===== src/rtl/oam_sprite_evaluator_pkg.sv =====
// Shared OAM entry layout, screen constants and evaluator state encoding.
package madnes_sprite_pkg;

    localparam int OAM_ENTRIES   = 64;
    localparam int VISIBLE_LINES = 240;

    localparam int Y_MSB    = 31;
    localparam int Y_LSB    = 24;
    localparam int TILE_MSB = 23;
    localparam int TILE_LSB = 16;
    localparam int ATTR_MSB = 15;
    localparam int ATTR_LSB = 8;
    localparam int X_MSB    = 7;
    localparam int X_LSB    = 0;

    typedef struct packed {
        logic [7:0] y;
        logic [7:0] tile;
        logic [7:0] attr;
        logic [7:0] x;
    } oam_entry_t;

    typedef enum logic [1:0] {
        S_IDLE   = 2'd0,
        S_SCAN   = 2'd1,
        S_FINISH = 2'd2
    } eval_state_t;

endpackage


===== src/rtl/oam_sprite_evaluator_if.sv =====
// Control, OAM read port and secondary-list read port of the sprite evaluator.
interface oam_sprite_evaluator_if;
    import madnes_sprite_pkg::*;

    // start is a one-cycle strobe honoured only while idle; done pulses for one
    // cycle when the list is valid, and busy is high for every scan cycle between.
    logic        start;
    logic [7:0]  next_line;
    logic [5:0]  oam_read_addr;
    logic [31:0] oam_read_data;
    logic        busy;
    logic        done;
    logic [3:0]  sprite_count;
    logic        overflow;
    logic [2:0]  sec_addr;
    logic [31:0] sec_data;
    logic [3:0]  sec_row;
    logic [5:0]  sec_index;
    eval_state_t state;

    modport slave (
        input  start, next_line, oam_read_data, sec_addr,
        output oam_read_addr, busy, done, sprite_count, overflow,
        output sec_data, sec_row, sec_index, state
    );

    modport master (
        output start, next_line, oam_read_data, sec_addr,
        input  oam_read_addr, busy, done, sprite_count, overflow,
        input  sec_data, sec_row, sec_index, state
    );

endinterface


===== src/rtl/oam_sprite_evaluator_y_match.sv =====
// Combinational Y-range test: does a sprite at Y cover the given scanline, and at which row.
module oam_y_match #(
    parameter int SPRITE_HEIGHT = 8
) (
    input  logic [7:0] line_i,
    input  logic [7:0] y_i,
    output logic       match_o,
    output logic [3:0] row_o
);

    logic [8:0] diff;

    // 9-bit subtract: a borrow into bit 8 means the sprite starts below the line.
    assign diff    = {1'b0, line_i} - {1'b0, y_i};
    assign match_o = !diff[8] && (diff < 9'(SPRITE_HEIGHT));
    assign row_o   = match_o ? diff[3:0] : 4'd0;

endmodule


===== src/rtl/oam_sprite_evaluator.sv =====
// Per-scanline OAM scan that collects up to MAX_SPRITES intersecting entries into a secondary list.
module oam_sprite_evaluator
    import madnes_sprite_pkg::*;
#(
    parameter int MAX_SPRITES   = 8,
    parameter int SPRITE_HEIGHT = 8
) (
    input  logic                  clk,
    input  logic                  reset,
    oam_sprite_evaluator_if.slave bus
);

    localparam int SW = $clog2(MAX_SPRITES);

    eval_state_t state_q, state_d;
    logic [7:0]  line_q, line_d;
    logic [5:0]  k_q, k_d;
    logic [3:0]  count_q, count_d;
    logic        ovf_q, ovf_d;
    logic        wr_en;

    oam_entry_t  entry_q [MAX_SPRITES];
    logic [3:0]  row_q   [MAX_SPRITES];
    logic [5:0]  idx_q   [MAX_SPRITES];

    oam_entry_t  rd;
    logic        hit;
    logic [3:0]  hit_row;
    logic [SW-1:0] slot;

    assign rd   = oam_entry_t'(bus.oam_read_data);
    assign slot = count_q[SW-1:0];

    oam_y_match #(
        .SPRITE_HEIGHT(SPRITE_HEIGHT)
    ) u_y_match (
        .line_i  (line_q),
        .y_i     (rd.y),
        .match_o (hit),
        .row_o   (hit_row)
    );

    always_comb begin
        state_d = state_q;
        line_d  = line_q;
        k_d     = k_q;
        count_d = count_q;
        ovf_d   = ovf_q;
        wr_en   = 1'b0;
        case (state_q)
            S_IDLE: begin
                if (bus.start) begin
                    line_d  = bus.next_line;
                    count_d = 4'd0;
                    ovf_d   = 1'b0;
                    k_d     = 6'd0;
                    state_d = S_SCAN;
                end
            end
            S_SCAN: begin
                k_d = k_q + 6'd1;
                if (k_q == 6'(OAM_ENTRIES - 1)) begin
                    state_d = S_FINISH;
                end
                // A match with the list already full ends the scan early.
                if (hit) begin
                    if (count_q == 4'(MAX_SPRITES)) begin
                        ovf_d   = 1'b1;
                        state_d = S_FINISH;
                    end else begin
                        wr_en   = 1'b1;
                        count_d = count_q + 4'd1;
                    end
                end
            end
            S_FINISH: begin
                state_d = S_IDLE;
            end
            default: begin
                state_d = S_IDLE;
            end
        endcase
    end

    always_ff @(posedge clk) begin
        if (reset) begin
            state_q <= S_IDLE;
            line_q  <= '0;
            k_q     <= '0;
            count_q <= '0;
            ovf_q   <= 1'b0;
            for (int i = 0; i < MAX_SPRITES; i++) begin
                entry_q[i] <= '0;
                row_q[i]   <= '0;
                idx_q[i]   <= '0;
            end
        end else begin
            state_q <= state_d;
            line_q  <= line_d;
            k_q     <= k_d;
            count_q <= count_d;
            ovf_q   <= ovf_d;
            if (wr_en) begin
                entry_q[slot] <= rd;
                row_q[slot]   <= hit_row;
                idx_q[slot]   <= k_q;
            end
        end
    end

    assign bus.oam_read_addr = k_q;
    assign bus.busy          = (state_q == S_SCAN);
    assign bus.done          = (state_q == S_FINISH);
    assign bus.sprite_count  = count_q;
    assign bus.overflow      = ovf_q;
    assign bus.state         = state_q;

    // Slots at or beyond sprite_count hold whatever the last line left there.
    assign bus.sec_data  = entry_q[bus.sec_addr[SW-1:0]];
    assign bus.sec_row   = row_q[bus.sec_addr[SW-1:0]];
    assign bus.sec_index = idx_q[bus.sec_addr[SW-1:0]];

endmodule

===== src/flat_wrapper.sv =====
// flat-port wrapper written by rule: the top's interface ports become plain ports
module oam_sprite_evaluator_flat import madnes_sprite_pkg::*;
#(
    parameter int MAX_SPRITES   = 8,
    parameter int SPRITE_HEIGHT = 8
)
  (clk, reset, bus_start, bus_next_line, bus_oam_read_data, bus_sec_addr, bus_oam_read_addr, bus_busy, bus_done, bus_sprite_count, bus_overflow, bus_sec_data, bus_sec_row, bus_sec_index, bus_state);
  oam_sprite_evaluator_if bus_i ();
  input  logic clk;
  input  logic reset;
  input wire logic [$bits(bus_i.start)-1:0] bus_start;
  input wire logic [$bits(bus_i.next_line)-1:0] bus_next_line;
  input wire logic [$bits(bus_i.oam_read_data)-1:0] bus_oam_read_data;
  input wire logic [$bits(bus_i.sec_addr)-1:0] bus_sec_addr;
  output wire logic [$bits(bus_i.oam_read_addr)-1:0] bus_oam_read_addr;
  output wire logic [$bits(bus_i.busy)-1:0] bus_busy;
  output wire logic [$bits(bus_i.done)-1:0] bus_done;
  output wire logic [$bits(bus_i.sprite_count)-1:0] bus_sprite_count;
  output wire logic [$bits(bus_i.overflow)-1:0] bus_overflow;
  output wire logic [$bits(bus_i.sec_data)-1:0] bus_sec_data;
  output wire logic [$bits(bus_i.sec_row)-1:0] bus_sec_row;
  output wire logic [$bits(bus_i.sec_index)-1:0] bus_sec_index;
  output wire logic [$bits(bus_i.state)-1:0] bus_state;
  assign bus_i.start = bus_start;
  assign bus_i.next_line = bus_next_line;
  assign bus_i.oam_read_data = bus_oam_read_data;
  assign bus_i.sec_addr = bus_sec_addr;
  assign bus_oam_read_addr = bus_i.oam_read_addr;
  assign bus_busy = bus_i.busy;
  assign bus_done = bus_i.done;
  assign bus_sprite_count = bus_i.sprite_count;
  assign bus_overflow = bus_i.overflow;
  assign bus_sec_data = bus_i.sec_data;
  assign bus_sec_row = bus_i.sec_row;
  assign bus_sec_index = bus_i.sec_index;
  assign bus_state = bus_i.state;
  oam_sprite_evaluator #(.MAX_SPRITES(MAX_SPRITES), .SPRITE_HEIGHT(SPRITE_HEIGHT)) u_core (.clk(clk), .reset(reset), .bus(bus_i));
endmodule

===== config.mk =====
export PLATFORM = sky130hd
export DESIGN_NAME = oam_sprite_evaluator_flat
export DESIGN_NICKNAME = d
export VERILOG_FILES = /design/src/rtl/oam_sprite_evaluator_pkg.sv /design/src/rtl/oam_sprite_evaluator_if.sv /design/src/rtl/oam_sprite_evaluator_y_match.sv /design/src/rtl/oam_sprite_evaluator.sv /design/src/flat_wrapper.sv
export SDC_FILE = /design/constraint.sdc
export NUM_CORES = 1
export LEC_CHECK = 0
export BUFFER_PORTS_ARGS = -buffer_cell sky130_fd_sc_hd__buf_4
export CAP_MARGIN = 25
export CORE_ASPECT_RATIO = 0.7
export CORE_UTILIZATION = 35
export DETAILED_ROUTE_END_ITERATION = 8
export PLACE_DENSITY = 0.56
export SYNTH_ARGS = -nofsm -noshare
export SYNTH_HDL_FRONTEND = slang
export SYNTH_SLANG_ARGS = --single-unit

===== constraint.sdc =====
create_clock -name clk -period 10.5 [get_ports clk]
set_clock_uncertainty 0.15 [all_clocks]
set_input_delay 1.575 -clock clk [delete_from_list [all_inputs] [get_ports clk]]
set_output_delay 1.575 -clock clk [all_outputs]
set_load 0.01 [all_outputs]

After elaboration in Yosys (flattened, before gate mapping)
Memories as Yosys holds them, arrays and structs flattened.
Index checks and enable logic that the tools add are counted.

cells by class
  equal/unequal tests = 8
  $add $sub $neg = 3
  reduce and logical (&&, ||, !) cells = 11
  order comparisons = 1
  muxes and demuxes = 33

operator list
  operator               count
  $mux W32               1
  $reduce_or A32 Y1      1
  $mux W4                5
  $mux W1                14
  $mux W6                2
  $pmux W6 S2            1
  $lt A9 B4 Y1 const B   1
  $mux W3                3
  $sub A8 B8 Y9          1
  $mux W2                4
  $pmux W4 S2            1
  $reduce_and A4 Y1      2
  $add A6 B1 Y6 const B  1
  $eq A6 B6 Y1 const B   1
  $reduce_or A6 Y1       1
  $add A4 B1 Y4 const B  1
  $eq A4 B4 Y1 const B   1
  $ne A2 B1 Y1 const B   2
  $ne A2 B2 Y1 const B   2
  $pmux W2 S2            1
  $reduce_and A2 Y1      2
  $reduce_or A4 Y1       1
  $eq A2 B1 Y1 const B   1
  $eq A2 B2 Y1 const B   1
  5 further kinds        5

word-level totals
  word-level logic and storage cells = 64
  bits of input ports = 46
  bits in writable memories = 336
  register bits = 21
  memories = 3

memory list
  memory          depth  bits a word  rd ports  clocked after Yosys merged registers in  write ports  line                        text
  u_core.entry_q  8      32           1         0                                        8            oam_sprite_evaluator.sv:22  oam_entry_t entry_q [MAX_SPRITES];
  u_core.idx_q    8      6            1         0                                        8            oam_sprite_evaluator.sv:24  logic [5:0] idx_q [MAX_SPRITES];
  u_core.row_q    8      4            1         0                                        8            oam_sprite_evaluator.sv:23  logic [3:0] row_q [MAX_SPRITES];

Depth between registers and ports, before layout
  depth after elaboration = 10
  depth in mapped cells = 11
  mapped depth without buffers = 9

Hierarchy
Synthesis repeated with hierarchy kept, for this count alone.

second synthesis, totals
  cells, all modules = 1,157
  area, all modules = 16,131.7 um^2

by module, submodules not included
  module                area an instance (um^2)  cells an instance  times used  seq. area each (um^2)
  oam_sprite_evaluator  15,635.0                 1,091              1           10,510.1
  oam_y_match           496.7                    66                 1           0.0

Least setup slack after synthesis
OpenSTA, ideal clock, no wires.

  path type = input to register
  start = in bus_oam_read_data[24]
  end = mem u_core.entry_q[0][0] in the netlist's numbering, enable pin
  arrival = 6,350 ps
  path buffers = 2
  slack = 3,495 ps
  library setup time = 504 ps
  data required time = 9,846 ps
  cell stages on the path = 10
  path through = ha_1 -> fa_1 -> nor2b_1 -> o21ai_1 -> a21oi_1 -> o211a_1 -> nand4_2 -> buf_6 -> buf_6 -> o31ai_1

RTL lines
  element      line                        text
  from (decl)  flat_wrapper.sv:13          input wire logic [$bits(bus_i.oam_read_data)-1:0] bus_oam_read_data;
  to (decl)    oam_sprite_evaluator.sv:22

Worst setup path after layout
  start = in bus_sec_addr[0]
  end = out bus_sec_data[30]

on the way
  longest elaborated chain between the ends = 1

ends and longest elaborated chain
  element         line                text
  from (decl)     flat_wrapper.sv:14  input wire logic [$bits(bus_i.sec_addr)-1:0] bus_sec_addr;
  $mem_v2 Z8 W32  --
  to (decl)       flat_wrapper.sv:20  output wire logic [$bits(bus_i.sec_data)-1:0] bus_sec_data;

Every way passes these cells.

==> impl_metrics.tcl <==
set metrics [dict create \
    power_density_nw_per_um2 165.8 \
    nFillCells 4445 \
    critPathLaunch "bus_sec_addr[0]" \
    yosys.cell_types.count 45 \
    ys_seq_elements 357 \
    final_cell_mix "edfxtp_1, nor3_1, buf_4" \
    maxSlewHeadroom 0.3072 \
    io_buffers 102 \
    drt_pass1_iterations 5 \
    cp.required_ns 8.78 \
    grt_use_total 0.1895 \
    ys.warnings.count 0 \
    wire_per_inst_um 25.19 \
    dpl_cell_area_um2 18370 \
    syn_area_um2 17080 \
    netlist_instances 1142 \
    synth_top_cell_area_share 0.5908 \
    grt_max_degree 178 \
    gp_congestion 0.7752 \
    antenna_left 0 \
    hold_viol 0 \
    max_freq_ghz 0.1715 \
    yosysSeqAreaShare 0.6154 \
    syn_avg_cell_area_um2 14.95 \
    finalSetupTns_ns 0 \
    mostFrequentLayoutCell "edfxtp_1" \
    leakagePower_nw 6.155 \
    rsz0062_at_grt "no" \
    r2r_start "u_core.bus.sprite_count[2]" \
    start_util 0.3555 \
    grt_overflow 0 \
    endpoint_kind "output port" \
    drc_errors 0 \
    design_area_um2 19590 \
    worst-path-max-fanout 44 \
    hpwl_mm 25.72 \
    routed_wl_mm 47.19 \
    areaGrowthSynthToFinish_pct 14.70 \
    die_area_um2 49690 \
    synth_edf_count 336 \
    finalMaxSlewViolations 0 \
    async_flop_share 0 \
    synthFlopType "edfxtp_1" \
    root_buffer "clkbuf_16" \
    htree_levels 2 \
    cp-start-kind "primary input" \
    fin_crit_ns 5.831 \
    setup_viol 0 \
    die_x_um 266.0 \
    synth.largest_area_cell "edfxtp_1" \
    vdd_drop_max_mv 0.1081 \
    grt_pass1_wl_mm 71.24 \
    clockBufferDepth 3 \
    clock_sinks 357 \
    period_share 0.5553 \
    drv_cap 0 \
    core.rowCount 67 \
    postCtsSetupBuffers 0 \
    worstSetupPathType "in -> out" \
    antenna_found_initial 0 \
    worst_slew_pin_slew_ns 1.037 \
    ios 103 \
    grt_pass1_vias 10710 \
    drive_gt1_frac 0.3333 \
    hp-class "reg -> reg" \
    cts_buffers 38 \
    final_net_count 1249 \
    core_area_um2 48030 \
    dr.first_iter.drc_count 1069 \
    status "finished, final reports clean" \
    clkTransAtPathRegs_ns 0.06 \
    synth_area_leaders "edfxtp_1, mux4_2, nor4_2" \
    cts_hold_buf 0 \
    clock_latency_ns 0.53 \
    cts_resized 0 \
    chipHeight_um 186.8 \
    hp-start "u_core.line_q[0]" \
    vias 10720 \
    critical_path_arrival_ns 4.11 \
    n_antenna_cell 0 \
    cts_tree "yes" \
    vias_per_cell 5.723 \
]
Yosys cell counts, drive strengths merged, types with 3 or more instances:
cell type  count
a211oi         3
xnor2          4
nor2          18
dfxtp         21
a21oi         19
nor4         181
ha            12
nor3         151
mux2i          4
edfxtp       336
nand2         67
and3           6
mux2          43
o21ai         11
inv           16
buf           50
nand3          9
nand4          4
clkbuf        76
o31ai          5
mux4          84
registers in the layout, indices dropped and copies added, names as in the netlist:
register and flops:
u_core.idx_q 48, u_core.bus.sprite_count 4, u_core.bus.oam_read_addr 6, u_core.row_q 32
u_core.entry_q 256, u_core.line_q 8, u_core.bus.overflow 1, u_core.bus.state 2
cells by family after synthesis:
kind of cell	Yosys count	share of synthesized area
simple gates	447	0.1694
flops	357	0.6154
buf+inv	143	0.04506
mux	131	0.1415
compound gates	46	0.01641
fa+ha+maj	13	0.009964
xor+xnor	4	0.002051
other cells	1	0.0002196
stage by stage:
stage / power, mW / setup WS (ns) / util / hold WS, ns / instances
floorplan: 1.821 / 3.495 / - / 0.2863 / 1149
global placement: 1.935 / 4.651 / 0.3813 / 0.2966 / 1803
detailed placement: 1.939 / 4.603 / 0.3825 / 0.2989 / 1805
CTS: 3.275 / 4.592 / 0.4078 / 0.3076 / 1873
global route: 3.347 / 4.463 / 0.4078 / 0.3272 / 1873
finish: 3.249 / 4.669 / 0.4078 / 0.3044 / 1873
report_power, final:
| part | internal, mW | switching [mW] |
|---|---|---|
| Clock | 0.786 | 0.556 |
| Combinational | 0.118 | 0.166 |
| Sequential | 1.60 | 0.0179 |
| Total | 2.51 | 0.740 |
path summary, 6_finish.rpt:
kind	slack, ns	depth (start not counted)	end
max	4.67	5	bus_sec_data[30]
min	0.30	2	u_core.line_q[0]
max reg2reg	6.12	7	u_core.entry_q[2][27]
min reg2reg	0.30	2	u_core.line_q[0]
per-layer routing:
metal,routed length (um),GRT usage,up-vias
met2,21850,0.2913,398
met3,2967,0.02738,50
met4,695,0.03736,0
li1,-,-,4690
met5,0,0,-
met1,21670,0.2853,5582
area by class of cell:
| cell class | count | area (um^2) | share of cell area |
|---|---|---|---|
| Clock inverter | 15 | 145.1 | 0.007409 |
| Clock buffer | 53 | 1071 | 0.05468 |
| Tap cell | 655 | 819.5 | 0.04184 |
| Inverter | 17 | 66.31 | 0.003385 |
| Sequential cell | 357 | 10510 | 0.5367 |
| Timing Repair Buffer | 127 | 1010 | 0.05155 |
| Multi-Input combinational cell | 649 | 5963 | 0.3044 |
critical path, stage by stage:
cell,delay (ns)
buf_6,0.50
buf_4,0.86
mux4_2,0.60
mux2_2,0.33
buf_4,0.16
(Power assumes the default switching activity.)
